$ cat config.mk
export PLATFORM = sky130hd
export DESIGN_NAME = freq_generator
export DESIGN_NICKNAME = d
export VERILOG_FILES = /design/src/rtl/freq_generator.sv
export SDC_FILE = /design/constraint.sdc
export NUM_CORES = 1
export LEC_CHECK = 0
export ABC_CLOCK_PERIOD_IN_PS = 10600
export BUFFER_PORTS_ARGS = -buffer_cell sky130_fd_sc_hd__clkbuf_2
export CORE_MARGIN = 2
export CORE_UTILIZATION = 57
export DETAILED_ROUTE_END_ITERATION = 6
export GPL_TIMING_DRIVEN = 0
export PLACE_DENSITY = 0.83
export SLEW_MARGIN = 25
export SYNTH_ARGS = -nofsm -noshare
export SYNTH_HDL_FRONTEND = slang
export SYNTH_SLANG_ARGS = --single-unit
$ cat constraint.sdc
create_clock -name Clock -period 10.6 [get_ports Clock]
set_clock_uncertainty 0.05 [all_clocks]
set_input_delay 1.06 -clock Clock [delete_from_list [all_inputs] [get_ports Clock]]
set_output_delay 1.06 -clock Clock [all_outputs]
set_load 0.005 [all_outputs]
$ cat src/rtl/freq_generator.sv
// rtl/freq_generator.sv - burst square-wave generator with abort, clock-enable and saturating period count
module freq_generator #(
  parameter int DATA_WIDTH = 16
) (
  input  logic                  Clock,
  input  logic                  nReset,
  input  logic                  enable,
  input  logic                  start,
  input  logic                  abort,
  input  logic [DATA_WIDTH-1:0] half_period,
  input  logic [DATA_WIDTH-1:0] cycles_required,
  output logic                  out_wave,
  output logic                  busy,
  output logic                  done_flag,
  output logic [DATA_WIDTH-1:0] cycles_emitted
);

  typedef enum logic [1:0] {
    S_IDLE = 2'd0,
    S_HIGH = 2'd1,
    S_LOW  = 2'd2,
    S_DONE = 2'd3
  } state_t;

  localparam logic [DATA_WIDTH-1:0] ONE  = {{(DATA_WIDTH-1){1'b0}}, 1'b1};
  localparam logic [DATA_WIDTH-1:0] ZERO = '0;

  state_t                state_q, state_d;
  logic [DATA_WIDTH-1:0] phase_q, phase_d;
  logic [DATA_WIDTH-1:0] hp_q, hp_d;
  logic [DATA_WIDTH-1:0] cr_q, cr_d;
  logic [DATA_WIDTH-1:0] emitted_q, emitted_d;
  logic                  out_wave_q, out_wave_d;
  logic                  busy_q, busy_d;
  logic                  done_q, done_d;

  logic                  phase_last;
  logic [DATA_WIDTH-1:0] emitted_inc;

  // Phase ends when the counter reaches half_period-1; the counter never
  // exceeds that value, so it cannot wrap even at the all-ones half period.
  // The period count saturates at the latched target.
  always_comb begin
    phase_last  = (phase_q == (hp_q - ONE));
    emitted_inc = (emitted_q < cr_q) ? (emitted_q + ONE) : emitted_q;
  end

  // Next-state logic; nothing moves while enable is low. Abort is checked
  // before phase completion so it wins on a coinciding edge.
  always_comb begin
    state_d   = state_q;
    phase_d   = phase_q;
    hp_d      = hp_q;
    cr_d      = cr_q;
    emitted_d = emitted_q;
    if (enable) begin
      case (state_q)
        S_IDLE: begin
          if (start) begin
            hp_d      = half_period;
            cr_d      = cycles_required;
            emitted_d = ZERO;
            phase_d   = ZERO;
            if ((half_period == ZERO) || (cycles_required == ZERO)) begin
              state_d = S_DONE;
            end else begin
              state_d = S_HIGH;
            end
          end
        end
        S_HIGH: begin
          if (abort) begin
            state_d = S_IDLE;
            phase_d = ZERO;
          end else if (phase_last) begin
            state_d = S_LOW;
            phase_d = ZERO;
          end else begin
            phase_d = phase_q + ONE;
          end
        end
        S_LOW: begin
          if (abort) begin
            state_d = S_IDLE;
            phase_d = ZERO;
          end else if (phase_last) begin
            emitted_d = emitted_inc;
            phase_d   = ZERO;
            state_d   = (emitted_inc == cr_q) ? S_DONE : S_HIGH;
          end else begin
            phase_d = phase_q + ONE;
          end
        end
        S_DONE: begin
          if (!start) begin
            state_d = S_IDLE;
          end
        end
        default: begin
          state_d = S_IDLE;
        end
      endcase
    end
  end

  // Outputs are registered decodes of the next state, so they line up with
  // the state register and busy/done_flag can never be high together.
  always_comb begin
    out_wave_d = (state_d == S_HIGH);
    busy_d     = (state_d == S_HIGH) || (state_d == S_LOW);
    done_d     = (state_d == S_DONE);
  end

  // State and output registers with asynchronous active-low clear.
  always_ff @(posedge Clock or negedge nReset) begin
    if (!nReset) begin
      state_q    <= S_IDLE;
      phase_q    <= '0;
      hp_q       <= '0;
      cr_q       <= '0;
      emitted_q  <= '0;
      out_wave_q <= 1'b0;
      busy_q     <= 1'b0;
      done_q     <= 1'b0;
    end else begin
      state_q    <= state_d;
      phase_q    <= phase_d;
      hp_q       <= hp_d;
      cr_q       <= cr_d;
      emitted_q  <= emitted_d;
      out_wave_q <= out_wave_d;
      busy_q     <= busy_d;
      done_q     <= done_d;
    end
  end

  assign out_wave       = out_wave_q;
  assign busy           = busy_q;
  assign done_flag      = done_q;
  assign cycles_emitted = emitted_q;

endmodule

==> results of run 1 <==
==> worst max-delay path, delay by kind of cell, from the launching register on <==
family / cells / cell delay (ns)
compound gates: 3 / 0.85
xor+xnor: 1 / 0.12
fa+ha+maj: 2 / 0.66
buf+inv: 1 / 0.04
flops: 1 / 0.50
simple gates: 3 / 1.52
==> state kept, by name, summed over array words and instances (netlist names) <==
signal	count
busy	1
cr_q	16
cycles_emitted	16
done_flag	1
hp_q	16
out_wave	1
phase_q	16
state_q	2
==> per-layer routing <==
| layer | vias to the layer above | routed length, µm |
|---|---|---|
| met1 | 2322 | 5990 |
| met5 | - | 0 |
| li1 | 2220 | - |
| met4 | 0 | 431 |
| met3 | 42 | 886 |
| met2 | 212 | 6820 |
==> stage by stage <==
step	instances	area [µm²]	utilization [%]	worst slack [ns]
floorplan	556	5140	-	7.13
global placement	719	5550	63.6	6.88
detailed placement	720	5580	64.0	6.83
CTS	736	5780	66.3	6.79
global route	736	5780	66.3	6.58
finish	736	5780	66.3	6.75
==> cell usage in the layout (no fill, tap or decap), types with 4 or more instances in the layout <==
cell      netlist  final
mux2_2         32     32
and3_1         19     19
nor2_1         22     22
ha_1           24     24
xor2_1         12     12
a31oi_1        26     26
dfrtp_1        69     69
or3_1           4      4
clkbuf_2        0     54
o211ai_1        6      6
nand4_1        13     13
inv_1          33     33
nor4_1         17     17
nor3_1         12     12
a211o_2         4      4
o21ai_0        18     18
buf_6           5      5
a21o_2          6      6
o31ai_1         7      7
clkbuf_8        0      9
nand2_1        38     38
or4_1           5      5
clkbuf_1       18     18
and2_1          6      6
nand3_1        39     39
xnor2_1        26     26
a21oi_1         9      9
==> cell type report <==
type / instances / area share (%)
clock buffer: 9 / 2.14
buffer: 30 / 2.81
timing repair buffer: 56 / 5.28
clock inverter: 7 / 1.38
sequential: 69 / 29.9
multi-input combinational: 424 / 54.0
inverter: 33 / 2.14
tap: 108 / 2.34
==> power breakdown <==
group | switching [W] | internal (W)
sequential | 0.000129 | 0.000348
clock | 0.000125 | 0.000113
combinational | 0.000340 | 0.000286
==> cell families after synthesis <==
logic type / synth area share (%)
buffers and inverters: 5.58
AO/OA/AOI/OAI: 16.9
flip-flops: 33.6
multiplexers: 8.33
AND/OR/NAND/NOR: 23.3
adder cells (fa/ha/maj): 5.85
XOR/XNOR: 6.48
==> cells in the mapped netlist (13+ instances only) <==
library cell / count
o21ai_0: 18
nor2_1: 22
inv_1: 33
nand4_1: 13
dfrtp_1: 69
nand3_1: 39
nor4_1: 17
ha_1: 24
nand2_1: 38
clkbuf_1: 18
and3_1: 19
mux2_2: 32
a31oi_1: 26
xnor2_1: 26
==> worst max-delay path by stage <==
stage | cells after the start | slack (ns) | end | startpoint
CTS | 10 | 6.79 | busy | cycles_emitted[2]
detailed placement | 10 | 6.83 | busy | cycles_emitted[2]
global route | 13 | 6.58 | busy | cr_q[7]
global placement | 10 | 6.88 | busy | cycles_emitted[2]
finish | 10 | 6.75 | busy | cycles_emitted[2]
floorplan | 12 | 7.13 | cycles_emitted[11] | hp_q[0]
==> out/metrics.cfg, run 1 <==
[cts]
htreeDepth = 3
root_buffer = clkbuf_8
clk_path_buf_depth = 2
cts_tree = built
cts.sinks = 69
cts_made_buffers = 9
cts-resized-gates = 0
postCtsSetupRepairBufs = 0
clkTransAtPathRegs_ns = 0.09
clock_latency_ns = 0.37
ctsHoldBuffers = 0

[power_and_ir_drop]
p_leak_nw = 2.55
pwr_density_cell_mw_per_mm2 = 232
ir_drop_mv = 0.186
p_total_w = 0.00134

[synth]
synthCells = 556
syn_area_mm2 = 0.00514
synth_edf_count = 0
ys_ff_latch = 69
async_flop_share_pct = 100
seq_area_frac_synth_pct = 33.6
synth_area_leaders = dfrtp_1, mux2_2, ha_1, xnor2_1, nand3_1
ys_types = 81
yosys.area.top_type = dfrtp_1
synth_ff_type = dfrtp_1
syn_avg_cell_area_um2 = 9.24
syn_nets = 617
synth_top_area_share_pct = 33.6
synth_warnings = 0

[timing]
hold_violations = 0
slew_headroom_pct = 53.1
post-route-period-util_pct = 36.3
slew_violations = 0
whs_ns = 0.530
finalSetupTns_ns = 0
max_freq_ghz = 0.260
worstMarginPinSlew_ns = 0.702
grt_setup_unrepaired = no
finalSetupViolations = 0
period_minus_slack_ns = 3.85

[worst_hold_path]
hp-start = phase_q[9]
hold_end = phase_q[9]
min_path_cells = 1
hp-class = register to register

[setup_path]
r2r_slack_ns = 6.75
critPathCaptureType = register
cp_cell_sequence = ha_1 > or3_1 > a41o_1 > nor3_2 > xnor2_1 > a221o_1 > nor4_1 > a41oi_1 > ha_1 > inv_1
cpMaxStageDelayCell = nor3_2
ff2ff_path_depth = 10
path_common_cell = ha_1
cp-start-kind = register
rr_startpoint = cycles_emitted[2]
r2r-end = busy
arrival_ns = 4.06
crit_type = register to register
worstPathRequired_ns = 10.81
crit_path_max_incr_delay_ns = 0.56
path_max_fanout = 9

[grt]
grt_remaining_overflow = 0
grt.met3_usage_pct = 4.89
grt_use_met1_pct = 40.0
grt_pass1_wl_um = 23400
busiest_layer = met2
groute.usage.overall_pct = 30.0
grt_max_degree = 49
grt_pass1_vias = 4667
antenna_found_initial = 0
met2_usage_pct = 49.8

[placed_design]
hpwl_um = 10600
portBuffers = 55
gp_congestion = 0.921

[drt]
wl_per_cell_um = 19.2
postRouteAntennaNets = 0
drc = 0
firstDrtPassIters = 5
drt-total-wl_um = 14100
num_vias = 4796
viasPerCell = 6.52
drtIter0Drc = 267

[run_status]
status = complete, no violations

[floorplanning]
die_area_mm2 = 0.00979
fp.coreArea_mm2 = 0.00872
die_y_um = 98.9
die_x_um = 98.9
rows = 34
initial_core_util_pct = 58.9
io_pins = 56

[final_layout]
syn_to_final_growth_pct = 12.5
nets = 684
regArea_mm2 = 0.00173
drive_gt1_share_pct = 23.4
fillers = 735
multi_input_area_mm2 = 0.00312
diodes = 0

[job]
drv_cap = 0

Power figures use the tool's default switching activity.
==> run 2: changes to the inputs <==
--- a/config.mk
+++ b/config.mk
@@ -5,13 +5,13 @@
 export SDC_FILE = /design/constraint.sdc
 export NUM_CORES = 1
 export LEC_CHECK = 0
-export ABC_CLOCK_PERIOD_IN_PS = 10600
+export ABC_CLOCK_PERIOD_IN_PS = 3400
 export BUFFER_PORTS_ARGS = -buffer_cell sky130_fd_sc_hd__clkbuf_2
 export CORE_MARGIN = 2
-export CORE_UTILIZATION = 57
+export CORE_UTILIZATION = 54
 export DETAILED_ROUTE_END_ITERATION = 6
 export GPL_TIMING_DRIVEN = 0
-export PLACE_DENSITY = 0.83
+export PLACE_DENSITY = 0.82
 export SLEW_MARGIN = 25
 export SYNTH_ARGS = -nofsm -noshare
 export SYNTH_HDL_FRONTEND = slang
==> constraint.sdc (replaced) <==
create_clock -name Clock -period 3.4 [get_ports Clock]
set_clock_uncertainty 0.05 [all_clocks]
set_input_delay 0.34 -clock Clock [delete_from_list [all_inputs] [get_ports Clock]]
set_output_delay 0.34 -clock Clock [all_outputs]
set_load 0.005 [all_outputs]
==> run 2 against run 1 <==
  * Sequential share of layout area shrank 1.4 points
  * Design area grew 5.8%
  * Fmax grew 14%
  * Sequential power grew to 3.1 times the previous value
  * Clock power grew to 2.8 times the previous value
  * Cell count grew 5.3%
  * Clock-buffer cell count is the same
  * Total power grew to 3.3 times the previous value
  * Register-to-register slack lost 6.7 ns
  * Combinational power grew to 3.7 times the previous value
  * Critical path type unchanged
  * Largest cell class unchanged
==> out/metrics.cfg, run 2 (same netlist as run 1, synthesis figures left out) <==
[floorplanning]
initial_core_util_pct = 55.6
die_y_um = 102
io_pins = 56
die_area_mm2 = 0.0103
die_x_um = 102
rows = 35
fp.coreArea_mm2 = 0.00924

[placed_design]
hpwl_um = 10500
gp_congestion = 0.941
portBuffers = 55
preCtsSetupSlack_ns = -0.319

[final_layout]
regArea_mm2 = 0.00174
multi_input_area_mm2 = 0.00326
final_cell_mix = dfrtp_1, clkbuf_2, nand2_1, nand3_1
drive_gt1_share_pct = 30.0
fillers = 732
diodes = 0
nets = 702
syn_to_final_growth_pct = 19.0
layout_commonest_cell = dfrtp_1

[drt]
num_vias = 4880
drt-total-wl_um = 14600
drtIter0Drc = 333
wl_per_cell_um = 18.8
viasPerCell = 6.30
drc = 0
firstDrtPassIters = 6
postRouteAntennaNets = 0

[worst_hold_path]
hp-start = cycles_required[6]
hp-class = primary input to register

[cts]
cts.sinks = 69
cts_made_buffers = 9
clkTransAtPathRegs_ns = 0.09
cts_tree = built
root_buffer = clkbuf_8
clk_path_buf_depth = 2
htreeDepth = 3
clock_latency_ns = 0.37

[power_and_ir_drop]
p_sw_w = 0.00199
seq_power_share_pct = 33.2
pwr-share-clk_pct = 15.2
p_comb_share_pct = 51.7
power.internal_w = 0.00244
ir_drop_mv = 0.568
pwr_density_cell_mw_per_mm2 = 725
p_leak_nw = 2.67
switching_share_pct = 45.0

[timing]
post-route-period-util_pct = 99.6
hold_violations = 0
finalSetupViolations = 0
whs_ns = 0.171
period_minus_slack_ns = 3.39
worstMarginPinSlew_ns = 0.599
fin_ws_ns = 0.0125
slew_violations = 0
grt_setup_unrepaired = yes
max_freq_ghz = 0.295
slew_headroom_pct = 60.1

[setup_path]
rr_startpoint = hp_q[7]
arrival_ns = 3.60
crit_start = hp_q[7]
path_max_fanout = 4
critPathCaptureType = register
cp-start-kind = register
crit_type = register to register
worstPathRequired_ns = 3.61

[run_status]
status = complete, no violations

[grt]
grt_pass1_wl_um = 23300
groute.usage.overall_pct = 28.9
grt_max_degree = 41
antenna_found_initial = 0
grt_remaining_overflow = 0
grt_pass1_vias = 4744

[job]
drv_cap = 0

==> run 2: cell types whose count changed in the layout (fill, tap and decap cells not counted), moves of 3 or more <==
| cell | before | now |
|---|---|---|
| a211o_2 | 4 | 0 |
| o21ai_1 | 1 | 4 |
| dfrtp_1 | 69 | 57 |
| o21ai_0 | 18 | 15 |
| dfrtp_2 | 0 | 12 |
| clkbuf_1 | 18 | 15 |
| buf_12 | 0 | 3 |
| buf_4 | 3 | 19 |
| a211o_4 | 0 | 4 |
| nor3_4 | 0 | 3 |
==> run 2: timing repair <==
item                                    4_1_cts  5_1_grt
resized for setup                            22       24
hold buffers                                  1        0
cloned                                        1        0
hold endpoints to repair                     29        0
setup buffers                                15        4
pin swaps                                     9        5
endpoints found under the setup margin       20       16
==> run 2: critical path, cell delays in order, from the launching register on <==
cell and delay, ns:
dfrtp_1 0.41, or4_4 0.56, or4_4 0.53, mux2_4 0.24, mux2i_4 0.07, or4b_4 0.55, o31ai_4 0.22, nand3_4 0.16
buf_12 0.17, a211o_4 0.32
==> run 2: path summary, 6_finish.rpt <==
kind                                 endpoint  slack, ns  cells after the start
max in group asynchronous  cycles_emitted[13]       2.29                      3
hold reg to reg                      hp_q[13]       0.51                      1
setup / recovery            cycles_emitted[3]       0.01                      9
hold / removal                        cr_q[6]       0.17                      2
min in group asynchronous   cycles_emitted[3]       0.43                      2
setup reg to reg            cycles_emitted[3]       0.01                      9
==> run 2: routing by layer <==
metal / global-route usage (%) / up-vias / share of wire (%)
met1: 37.4 / 2345 / 41
li1: - / 2265 / -
met4: 11.0 / 0 / 3.0
met5: 0 / - / 0
met3: 5.11 / 45 / 7.5
met2: 48.2 / 225 / 49
==> run 2: area by class of cell <==
| cell class | count | area share [%] |
|---|---|---|
| well taps | 129 | 2.64 |
| inverters | 33 | 2.03 |
| repair buffers | 76 | 7.77 |
| flip-flops and latches | 69 | 28.5 |
| multi-input cells | 424 | 53.3 |
| clock inverters | 7 | 1.02 |
| plain buffers | 28 | 2.72 |
| clock buffers | 9 | 2.03 |
==> run 2: power groups by stage <==
stage	clock (W)	combinational [W]	sequential, W
2_1_floorplan	0	0.00149	0.00135
5_1_grt	0.000718	0.00250	0.00151
6_report	0.000673	0.00229	0.00147
3_3_place_gp	0	0.00185	0.00147
4_1_cts	0.000681	0.00215	0.00145
3_5_place_dp	0	0.00193	0.00149
==> run 2: through the flow <==
| step | total power (W) | TNS (ns) | cell area (µm²) | cells | util, % |
|---|---|---|---|---|---|
| 3_3_place_gp | 0.00332 | -2.29 | 5600 | 740 | 60.6 |
| 5_1_grt | 0.00473 | -0.298 | 6120 | 775 | 66.2 |
| 2_1_floorplan | 0.00285 | -0.00479 | 5160 | 556 | - |
| 4_1_cts | 0.00428 | 0 | 6020 | 772 | 65.2 |
| 6_report | 0.00443 | 0 | 6120 | 775 | 66.2 |
| 3_5_place_dp | 0.00343 | -2.63 | 5620 | 741 | 60.8 |
